**config.mk**
```make
export PLATFORM = sky130hd
export DESIGN_NAME = cam_sched
export DESIGN_NICKNAME = d
export VERILOG_FILES = /design/src/rtl/cam_sched_pkg.sv /design/src/rtl/cam_sched_timer.sv /design/src/rtl/cam_sched.sv
export SDC_FILE = /design/constraint.sdc
export NUM_CORES = 1
export LEC_CHECK = 0
export CAP_MARGIN = 40
export CORE_ASPECT_RATIO = 0.7
export CORE_MARGIN = 2
export CORE_UTILIZATION = 53
export DETAILED_ROUTE_END_ITERATION = 12
export PLACE_DENSITY = 0.71
export REMOVE_ABC_BUFFERS = 1
export SLEW_MARGIN = 20
export SYNTH_ARGS = -nofsm -noshare
export SYNTH_HDL_FRONTEND = slang
export SYNTH_SLANG_ARGS = --single-unit
```
**constraint.sdc**
```tcl
create_clock -name clk -period 2.2 [get_ports clk]
set_clock_uncertainty 0.15 [all_clocks]
set_input_delay 0.33 -clock clk [delete_from_list [all_inputs] [get_ports clk]]
set_output_delay 0.33 -clock clk [all_outputs]
set_load 0.02 [all_outputs]
```
**src/rtl/cam_sched_pkg.sv**
```systemverilog
// cam_sched shared definitions: state encoding, transfer types, counter sizing.
// Used by cam_sched and cam_sched_timer.
package cam_sched_pkg;

    localparam logic [2:0] ST_RESET_HOLD = 3'd0;
    localparam logic [2:0] ST_SETTLE     = 3'd1;
    localparam logic [2:0] ST_CFG_START  = 3'd2;
    localparam logic [2:0] ST_CFG_WAIT   = 3'd3;
    localparam logic [2:0] ST_IDLE       = 3'd4;
    localparam logic [2:0] ST_RD_START   = 3'd5;
    localparam logic [2:0] ST_RD_WAIT    = 3'd6;
    localparam logic [2:0] ST_FAULT      = 3'd7;

    typedef enum logic [2:0] {
        RESET_HOLD = ST_RESET_HOLD,
        SETTLE     = ST_SETTLE,
        CFG_START  = ST_CFG_START,
        CFG_WAIT   = ST_CFG_WAIT,
        IDLE       = ST_IDLE,
        RD_START   = ST_RD_START,
        RD_WAIT    = ST_RD_WAIT,
        FAULT      = ST_FAULT
    } state_e;

    localparam logic CAM_XFER_CONFIG = 1'b1;
    localparam logic CAM_XFER_READ   = 1'b0;

    // Bits needed to hold values 0..n.
    function automatic int cnt_w(input int n);
        return (n < 1) ? 1 : $clog2(n + 1);
    endfunction

    function automatic int max3(input int a, input int b, input int c);
        int m;
        m = (a > b) ? a : b;
        return (m > c) ? m : c;
    endfunction

endpackage

```
**src/rtl/cam_sched_timer.sv**
```systemverilog
// Poll interval generator: free-running 0..POLL_PERIOD-1 counter with a
// combinational wrap pulse on the last count.
module cam_sched_timer
    import cam_sched_pkg::*;
#(
    parameter int POLL_PERIOD = 100000
) (
    input  logic clk,
    input  logic reset,
    input  logic clear,
    input  logic run,
    output logic wrap
);

    localparam int PW = cnt_w(POLL_PERIOD - 1);
    localparam logic [PW-1:0] LAST = PW'(POLL_PERIOD - 1);

    logic [PW-1:0] cnt_q, cnt_d;

    assign wrap = run && (cnt_q == LAST);

    // Next poll count: clear wins, otherwise count and wrap.
    always_comb begin
        cnt_d = cnt_q;
        if (clear) begin
            cnt_d = '0;
        end else if (run) begin
            cnt_d = wrap ? '0 : cnt_q + 1'b1;
        end
    end

    // Poll count register.
    always_ff @(posedge clk) begin
        if (reset) begin
            cnt_q <= '0;
        end else begin
            cnt_q <= cnt_d;
        end
    end

endmodule

```
**src/rtl/cam_sched.sv**
```systemverilog
// IR camera transaction sequencer: reset hold, settle, config, periodic reads.
// Define CAM_WATCHDOG_EN to turn a stuck transaction into a NACK.
module cam_sched
    import cam_sched_pkg::*;
#(
    parameter int RESET_CYCLES   = 1000,
    parameter int SETTLE_CYCLES  = 5000,
    parameter int POLL_PERIOD    = 100000,
    parameter int TIMEOUT_CYCLES = 20000,
    parameter int MAX_RETRIES    = 3
) (
    input  logic clk,
    input  logic reset,
    input  logic enable,
    input  logic cam_done,
    input  logic cam_nack,
    output logic cam_reset,
    output logic cam_start,
    output logic cam_config,
    output logic frame_valid,
    output logic ready,
    output logic error
);

    localparam int CW = cnt_w(max3(RESET_CYCLES, SETTLE_CYCLES, TIMEOUT_CYCLES));
    localparam int RW = cnt_w(MAX_RETRIES);
    localparam logic [CW-1:0] RESET_LAST  = CW'(RESET_CYCLES - 1);
    localparam logic [CW-1:0] SETTLE_LAST = CW'(SETTLE_CYCLES);
    localparam logic [RW-1:0] RETRY_MAX   = RW'(MAX_RETRIES);

    state_e state_q, state_d;
    logic [CW-1:0] cnt_q, cnt_d;
    logic [RW-1:0] retry_q, retry_d, retry_inc;
    logic cam_reset_q, cam_reset_d;
    logic cam_start_q, cam_start_d;
    logic cam_config_q, cam_config_d;
    logic frame_valid_q, frame_valid_d;
    logic ready_q, ready_d;
    logic error_q, error_d;
    logic poll_run, poll_wrap, timeout, done_ok, done_bad;

    assign poll_run = state_q inside {IDLE, RD_START, RD_WAIT};

    cam_sched_timer #(
        .POLL_PERIOD(POLL_PERIOD)
    ) u_timer (
        .clk  (clk),
        .reset(reset),
        .clear(!poll_run),
        .run  (poll_run),
        .wrap (poll_wrap)
    );

`ifdef CAM_WATCHDOG_EN
    localparam logic [CW-1:0] TIMEOUT_LAST = CW'(TIMEOUT_CYCLES);
    // cnt_q is zero on the START cycle, so this fires TIMEOUT_CYCLES later.
    assign timeout = (state_q inside {CFG_WAIT, RD_WAIT}) &&
                     (cnt_q == TIMEOUT_LAST) && !cam_done;
`else
    assign timeout = 1'b0;
`endif

    assign done_ok   = cam_done && !cam_nack;
    assign done_bad  = (cam_done && cam_nack) || timeout;
    assign retry_inc = retry_q + 1'b1;

    // Next state, delay/retry counters and registered output values.
    always_comb begin
        state_d = state_q;
        retry_d = retry_q;
        cnt_d   = (cnt_q == '1) ? cnt_q : cnt_q + 1'b1;
        unique case (state_q)
            RESET_HOLD: if (cnt_q == RESET_LAST) state_d = SETTLE;
            SETTLE:     if (cnt_q == SETTLE_LAST) state_d = CFG_START;
            CFG_START:  state_d = CFG_WAIT;
            CFG_WAIT: begin
                if (done_ok) begin
                    retry_d = '0;
                    state_d = IDLE;
                end else if (done_bad) begin
                    retry_d = retry_inc;
                    state_d = (retry_inc < RETRY_MAX) ? RESET_HOLD : FAULT;
                end
            end
            IDLE:       if (poll_wrap && enable) state_d = RD_START;
            RD_START:   state_d = RD_WAIT;
            RD_WAIT: begin
                if (done_ok) begin
                    retry_d = '0;
                    state_d = IDLE;
                end else if (done_bad) begin
                    if (retry_inc >= RETRY_MAX) begin
                        retry_d = '0;
                        state_d = RESET_HOLD;
                    end else begin
                        retry_d = retry_inc;
                        state_d = IDLE;
                    end
                end
            end
            FAULT:      state_d = FAULT;
        endcase
        // The WAIT states keep counting from their START cycle.
        if (state_d != state_q && !(state_d inside {CFG_WAIT, RD_WAIT})) begin
            cnt_d = '0;
        end
        cam_reset_d   = !(state_d inside {RESET_HOLD, FAULT});
        cam_start_d   = state_d inside {CFG_START, RD_START};
        cam_config_d  = (state_d == CFG_START) ? CAM_XFER_CONFIG : CAM_XFER_READ;
        frame_valid_d = (state_q == RD_WAIT) && done_ok;
        ready_d       = state_d == IDLE;
        error_d       = state_d == FAULT;
    end

    // State, counters and output registers.
    always_ff @(posedge clk) begin
        if (reset) begin
            state_q       <= RESET_HOLD;
            cnt_q         <= '0;
            retry_q       <= '0;
            cam_reset_q   <= 1'b0;
            cam_start_q   <= 1'b0;
            cam_config_q  <= 1'b0;
            frame_valid_q <= 1'b0;
            ready_q       <= 1'b0;
            error_q       <= 1'b0;
        end else begin
            state_q       <= state_d;
            cnt_q         <= cnt_d;
            retry_q       <= retry_d;
            cam_reset_q   <= cam_reset_d;
            cam_start_q   <= cam_start_d;
            cam_config_q  <= cam_config_d;
            frame_valid_q <= frame_valid_d;
            ready_q       <= ready_d;
            error_q       <= error_d;
        end
    end

    assign cam_reset   = cam_reset_q;
    assign cam_start   = cam_start_q;
    assign cam_config  = cam_config_q;
    assign frame_valid = frame_valid_q;
    assign ready       = ready_q;
    assign error       = error_q;

endmodule

```
==> results.cfg, run 1 <==
[status]
status = complete, but fails checks
violations = negative setup slack

[timing]
period_needed_ns = 2.20
setup_ws_ns = -0.00491
fmax_mhz = 454
finalMaxSlewViolations = 0
worstMarginPinSlew_ns = 0.525
grt_setup_unrepaired = true
finalSetupViolations = 3
hold_violations = 0
slew-limit-headroom_pct = 64.8
min_period_over_period_pct = 100

[power]
combPwrFrac_pct = 4.9
p_int_uw = 1190
power.share.clock_pct = 42.8
p_leak_uw = 0.00106
p_seq_share_pct = 52.3
peakVddDrop_mv = 0.613
p_sw_share_pct = 21.1
switching_power_uw = 317
p_per_area_nw_per_um2 = 519

[grt]
grt_max_degree = 15
grt.total_usage_pct = 22.3
grt_antenna_before_repair = 0
grt_pass1_wl_um = 8060
first_global_vias = 1783
overflow = 0

[job]
max_cap_violations = 0

[yosys]
yosysTopAreaCell = dfxtp_1
ys_seq_area_share_pct = 39.4
ys_top_cells_by_area = dfxtp_1, xor2_1, nand4_1
yosys_warnings = 0
syn_area_um2 = 2190
netlist_instances = 245
ys_seq_elements = 43
yosysUniqueCellTypes = 47
synth_flop_cell = dfxtp_1
synth_area_per_cell_um2 = 8.92
yosysTopAreaCellShare_pct = 39.4
synth_edf_count = 0
synth-async-reset-ratio_pct = 0

[clock_network]
clk_latency_ns = 0.30
cts.sinks = 43
clk_pin_slew_ns = 0.08
cts_tree = done
htree_levels = 2
cts_root_buf = clkbuf_8
cts_hold_buf = 0
numCtsBuffers = 5
clockBufferDepth = 2

[layout]
final_common_cell = dfxtp_1
area_delta_synth_final_pct = 32.5
diodes = 0
stdcell_count = 349
most-common-layout-cells = dfxtp_1, buf_4, nor2_1, xor2_1, nand2_1
multiInputGateArea_um2 = 1350
final-seq-area_um2 = 866
final_nets = 307
drive_gt1_share_pct = 31.0
n_fill_cell = 299

[worst_setup_path]
worstReg2RegStart = cnt_q[0]
crit_slowest_cell = dfxtp_2
cp_max_fo = 7
criticalPathCategory = register to register
cp_cell_sequence = inv_2 -> ha_4 -> and4bb_2 -> and4_4 -> nor2_4 -> a211oi_4 -> mux2i_2 -> buf_4 -> buf_12 -> a21oi_4
r2r_setup_slack_ns = -0.005
cp_num_buf_inv = 3
cpLargestDelayFamily = simple AND/OR/NAND/NOR gates
rr_worst_depth = 10
cp-end-kind = register
r2r_end = cnt_q[14]
worstPathArrival_ns = 2.23
slowest_delay_ns = 0.33
required_ns = 2.22
start_kind = register

[place]
dp_cells = 335
dp_hpwl_um = 3300
gp_congestion = 0.827
io_buffer_count = 10
post-place-ws_ns = -0.157

[route]
drc = 0
post_drt_wl_per_cell_um = 14.7
routed_wl_um = 5110
initialDrtViolationCount = 116
ant_nets = 0
avgViaCountPerCell = 5.63
first_pass_iters = 5
vias = 1965

[die]
start_util_pct = 55.4
num_rows = 19
boundaryPins = 11
die_w_um = 80.8
coreArea_um2 = 3950
die_y_um = 57.7
die-area_um2 = 4660

[worst_hold_path]
hp-class = register to register
holdPathEnd = retry_q[1]
hold_start = retry_q[1]
hold_depth = 2
==> logic make-up after synthesis <==
family / Yosys count / share of synthesized area [%]
fa+ha+maj: 6 / 3.43
flops: 43 / 39.4
buf+inv: 17 / 3.72
compound gates: 48 / 15.4
mux: 2 / 1.14
simple gates: 105 / 27.3
xor+xnor: 24 / 9.62
==> cells in the mapped netlist, types with 2 or more instances <==
library cell,instances
nand2b_1,2
and2_1,2
and4_1,2
nor4b_1,2
o21ai_0,11
and3_1,5
a21oi_1,13
a21oi_2,10
inv_1,8
nand4_1,15
a311oi_1,2
buf_6,2
buf_2,2
nor3_1,7
nor2b_1,3
a31oi_1,3
nand3_1,9
xnor2_1,3
nor2_1,24
a21o_1,2
ha_1,6
clkbuf_1,5
xor2_1,21
nand2_1,16
dfxtp_1,43
or3_1,4
and4bb_1,3
==> state kept, by name, summed over array words and instances (netlist names) <==
| name | cells |
|---|---|
| u_timer.cnt_q | 17 |
| cnt_q | 15 |
| state_q | 3 |
| retry_q | 2 |
| cam_config | 1 |
| cam_reset | 1 |
| cam_start | 1 |
| error | 1 |
| frame_valid | 1 |
| ready | 1 |
==> metrics by stage <==
step | hold WS (ns) | instance area (um^2) | TNS [ns] | util [%] | power [uW]
global route | 0.369 | 2900 | -1.45 | 73.4 | 1550
detailed placement | 0.328 | 2590 | -2.05 | 65.6 | 864
finish | 0.346 | 2900 | -0.00954 | 73.4 | 1500
floorplan | 0.249 | 2130 | -5.33 | - | 827
global placement | 0.318 | 2590 | -1.60 | 65.6 | 862
CTS | 0.341 | 2720 | 0 | 68.8 | 1500
==> routing by layer <==
metal	GRT usage [%]	vias to the layer above	part of all wire [%]
met5	0	-	0
met4	6.78	0	1.7
met3	5.92	10	6.5
met2	31.9	80	43
met1	32.9	897	49
li1	-	978	-
==> worst register-to-register path, cell delays in order, from the launching register on <==
cell,delay (ns)
dfxtp_2,0.33
inv_2,0.07
ha_4,0.12
and4bb_2,0.21
and4_4,0.27
nor2_4,0.06
a211oi_4,0.26
mux2i_2,0.24
buf_4,0.17
buf_12,0.14
a21oi_4,0.06
==> power groups by stage <==
stage                     sequential (uW)  clock (uW)  combinational (uW)
after floorplan                       805           0                22.3
after global placement                803           0                59.5
after detailed placement              803           0                61.7
after CTS                             784         651                61.8
after global routing                  786         682                80.8
final                                 786         644                73.1
==> worst max-delay path by stage <==
stage                     cells past startpoint   endpoint              from  slack, ns
after global placement                        8   cnt_q[8]          cam_done      -0.12
after detailed placement                      8   cnt_q[9]          cam_done      -0.16
after CTS                                     9   cnt_q[9]        retry_q[0]      0.004
after global routing                         10   cnt_q[4]        retry_q[0]      -0.11
after floorplan                               7  cnt_q[13]  u_timer.cnt_q[0]      -0.44
final                                        10  cnt_q[14]          cnt_q[0]     -0.005
==> timing repair <==
action / in CTS / in global routing
pin swaps: 0 / 17
gates cloned: 0 / 1
gates resized for setup: 0 / 30
setup buffers: 1 / 4
endpoints found under the setup margin: 2 / 16
==> cell type report <==
| class | count | share of cell area, % |
|---|---|---|
| Clock buffer | 6 | 2.85 |
| Clock inverter | 2 | 1.21 |
| Inverter | 8 | 1.04 |
| Multi-Input combinational cell | 185 | 46.6 |
| Sequential cell | 43 | 29.9 |
| Tap cell | 52 | 2.25 |
| Timing Repair Buffer | 53 | 16.2 |
(Power assumes the default switching activity.)
==> run 2: changes to the inputs <==
- CORE_MARGIN: 2 -> 10
==> run 2 against run 1 <==
Against the previous run: the run still ends with negative setup slack left; cell count down 1.1%; clock power down 2%; global-route usage down 8.6 points; power down 1.2%; combinational power down 6.8%; sequential power about the same; via count down 3.5%; largest cell class unchanged; largest power group unchanged.
==> results.cfg, run 2 (same netlist as run 1, synthesis figures left out) <==
[grt]
grt_pass1_wl_um = 8210
grt_max_degree = 14
first_global_vias = 1756
overflow = 0
grt_antenna_before_repair = 0
grt.total_usage_pct = 13.7

[clock_network]
clk_latency_ns = 0.29
numCtsBuffers = 5
cts.sinks = 43
cts_root_buf = clkbuf_8
cts_hold_buf = 0
htree_levels = 2
clk_pin_slew_ns = 0.08
clockBufferDepth = 2
cts_tree = done

[worst_setup_path]
required_ns = 2.23
rr_worst_depth = 9
cp_num_buf_inv = 2
cp-end-kind = register
crit_cells = 9
slowest_delay_ns = 0.35
cp_max_fo = 8
worstPathArrival_ns = 2.26
cp_cell_sequence = inv_4 -> ha_4 -> and4bb_2 -> and4_4 -> nor2_4 -> a211oi_4 -> mux2i_4 -> buf_6 -> a21oi_2
cpLargestDelayFamily = simple AND/OR/NAND/NOR gates
start_kind = register
criticalPathCategory = register to register
crit_slowest_cell = mux2i_4

[route]
ant_nets = 0
vias = 1896
drc = 0
dr_wl_met3_um = 250
first_pass_iters = 4
avgViaCountPerCell = 5.50
top_layer = met4
post_drt_wl_per_cell_um = 14.2
wl_met1_um = 2540
met2_wirelength_um = 2060
initialDrtViolationCount = 147
routed_wl_um = 4890

[die]
coreArea_um2 = 3950
boundaryPins = 11
die-area_um2 = 7130
die_y_um = 73.7
start_util_pct = 55.4
die_w_um = 96.8
num_rows = 19

[job]
max_cap_violations = 0

[timing]
min_period_over_period_pct = 101
fmax_mhz = 449
period_needed_ns = 2.23
slew-limit-headroom_pct = 64.2
grt_setup_unrepaired = true
finalSetupViolations = 12
hold_violations = 0
finalMaxSlewViolations = 0
setup_ws_ns = -0.0274
worstMarginPinSlew_ns = 0.533

[power]
p_seq_share_pct = 53.0
power.share.clock_pct = 42.4
peakVddDrop_mv = 0.434
switching_power_uw = 302
combPwrFrac_pct = 4.6
p_sw_share_pct = 20.3
p_leak_uw = 0.00102
p_per_area_nw_per_um2 = 528
p_int_uw = 1180

[worst_hold_path]
hp-class = register to register
hold_depth = 2

[layout]
area_delta_synth_final_pct = 28.7
diodes = 0
final_nets = 303
drive_gt1_share_pct = 29.0
final_common_cell = dfxtp_1
most-common-layout-cells = dfxtp_1, buf_4, nor2_1, xor2_1, nand2_1
largest-register = u_timer.cnt_q
stdcell_count = 345
largest_reg_flops = 17
largestRegisters = u_timer.cnt_q x17, cnt_q x15, state_q x3
final_util_pct = 71.3

[status]
violations = negative setup slack
status = complete, but fails checks

[place]
gp_congestion = 0.837
io_buffer_count = 10
dp_cells = 336
dp_hpwl_um = 3630
## run 2: changes by cell type in the layout (fill, tap and decap cells not counted), sizes merged
cell    before  now
buf         42   39
clkbuf       7    6
## run 2: tightest hold or removal path, delay by kind of cell, from the launching register on
kind | cells | cell delay (ns)
AO/OA/AOI/OAI | 1 | 0.05
flip-flops | 1 | 0.33
AND/OR/NAND/NOR | 1 | 0.06
## run 2: layout make-up
cell class                 instances  area, um^2
clock buffer                       6        82.6
timing repair buffer              49         412
tap                               52        65.1
inverter                           8        32.5
sequential                        43         863
clock inverter                     2        35.0
fill                             319        1130
multi-input combinational        185        1320
## run 2: timing repair
item,4_1_cts,5_1_grt
buffers inserted,1,0
setup endpoints to repair,14,16
gates resized for setup,3,23
pin swaps,0,16
## run 2: power by group through the flow
stage / sequential, uW / clock, uW / combinational (uW)
finish: 787 / 630 / 68.1
global route: 787 / 674 / 73.6
CTS: 785 / 646 / 60.1
detailed placement: 803 / 0 / 59.6
global placement: 803 / 0 / 58.2
floorplan: 805 / 0 / 22.3
## run 2: final timing paths
check | startpoint | to | slack, ns
setup / recovery | cnt_q[1] | cnt_q[12] | -0.03
hold / removal | retry_q[1] | retry_q[1] | 0.34
setup reg to reg | cnt_q[1] | cnt_q[12] | -0.03
hold reg to reg | retry_q[1] | retry_q[1] | 0.34
## run 2: metal layers
layer	up-vias	global-route usage, %
li1	969	-
met1	874	19.0
met2	47	20.5
met3	6	3.75
met4	0	2.94
met5	-	0
## run 2: per-stage QoR
stage / worst slack [ns] / hold WS [ns] / instance area [um^2] / TNS [ns] / power, uW
after detailed placement: -0.201 / 0.323 / 2580 / -2.61 / 863
final: -0.0274 / 0.336 / 2810 / -0.202 / 1480
after global placement: -0.0928 / 0.312 / 2580 / -0.958 / 861
after CTS: 0.0179 / 0.336 / 2720 / 0 / 1490
after global routing: -0.0753 / 0.375 / 2810 / -0.909 / 1540
after floorplan: -0.435 / 0.249 / 2130 / -5.33 / 827
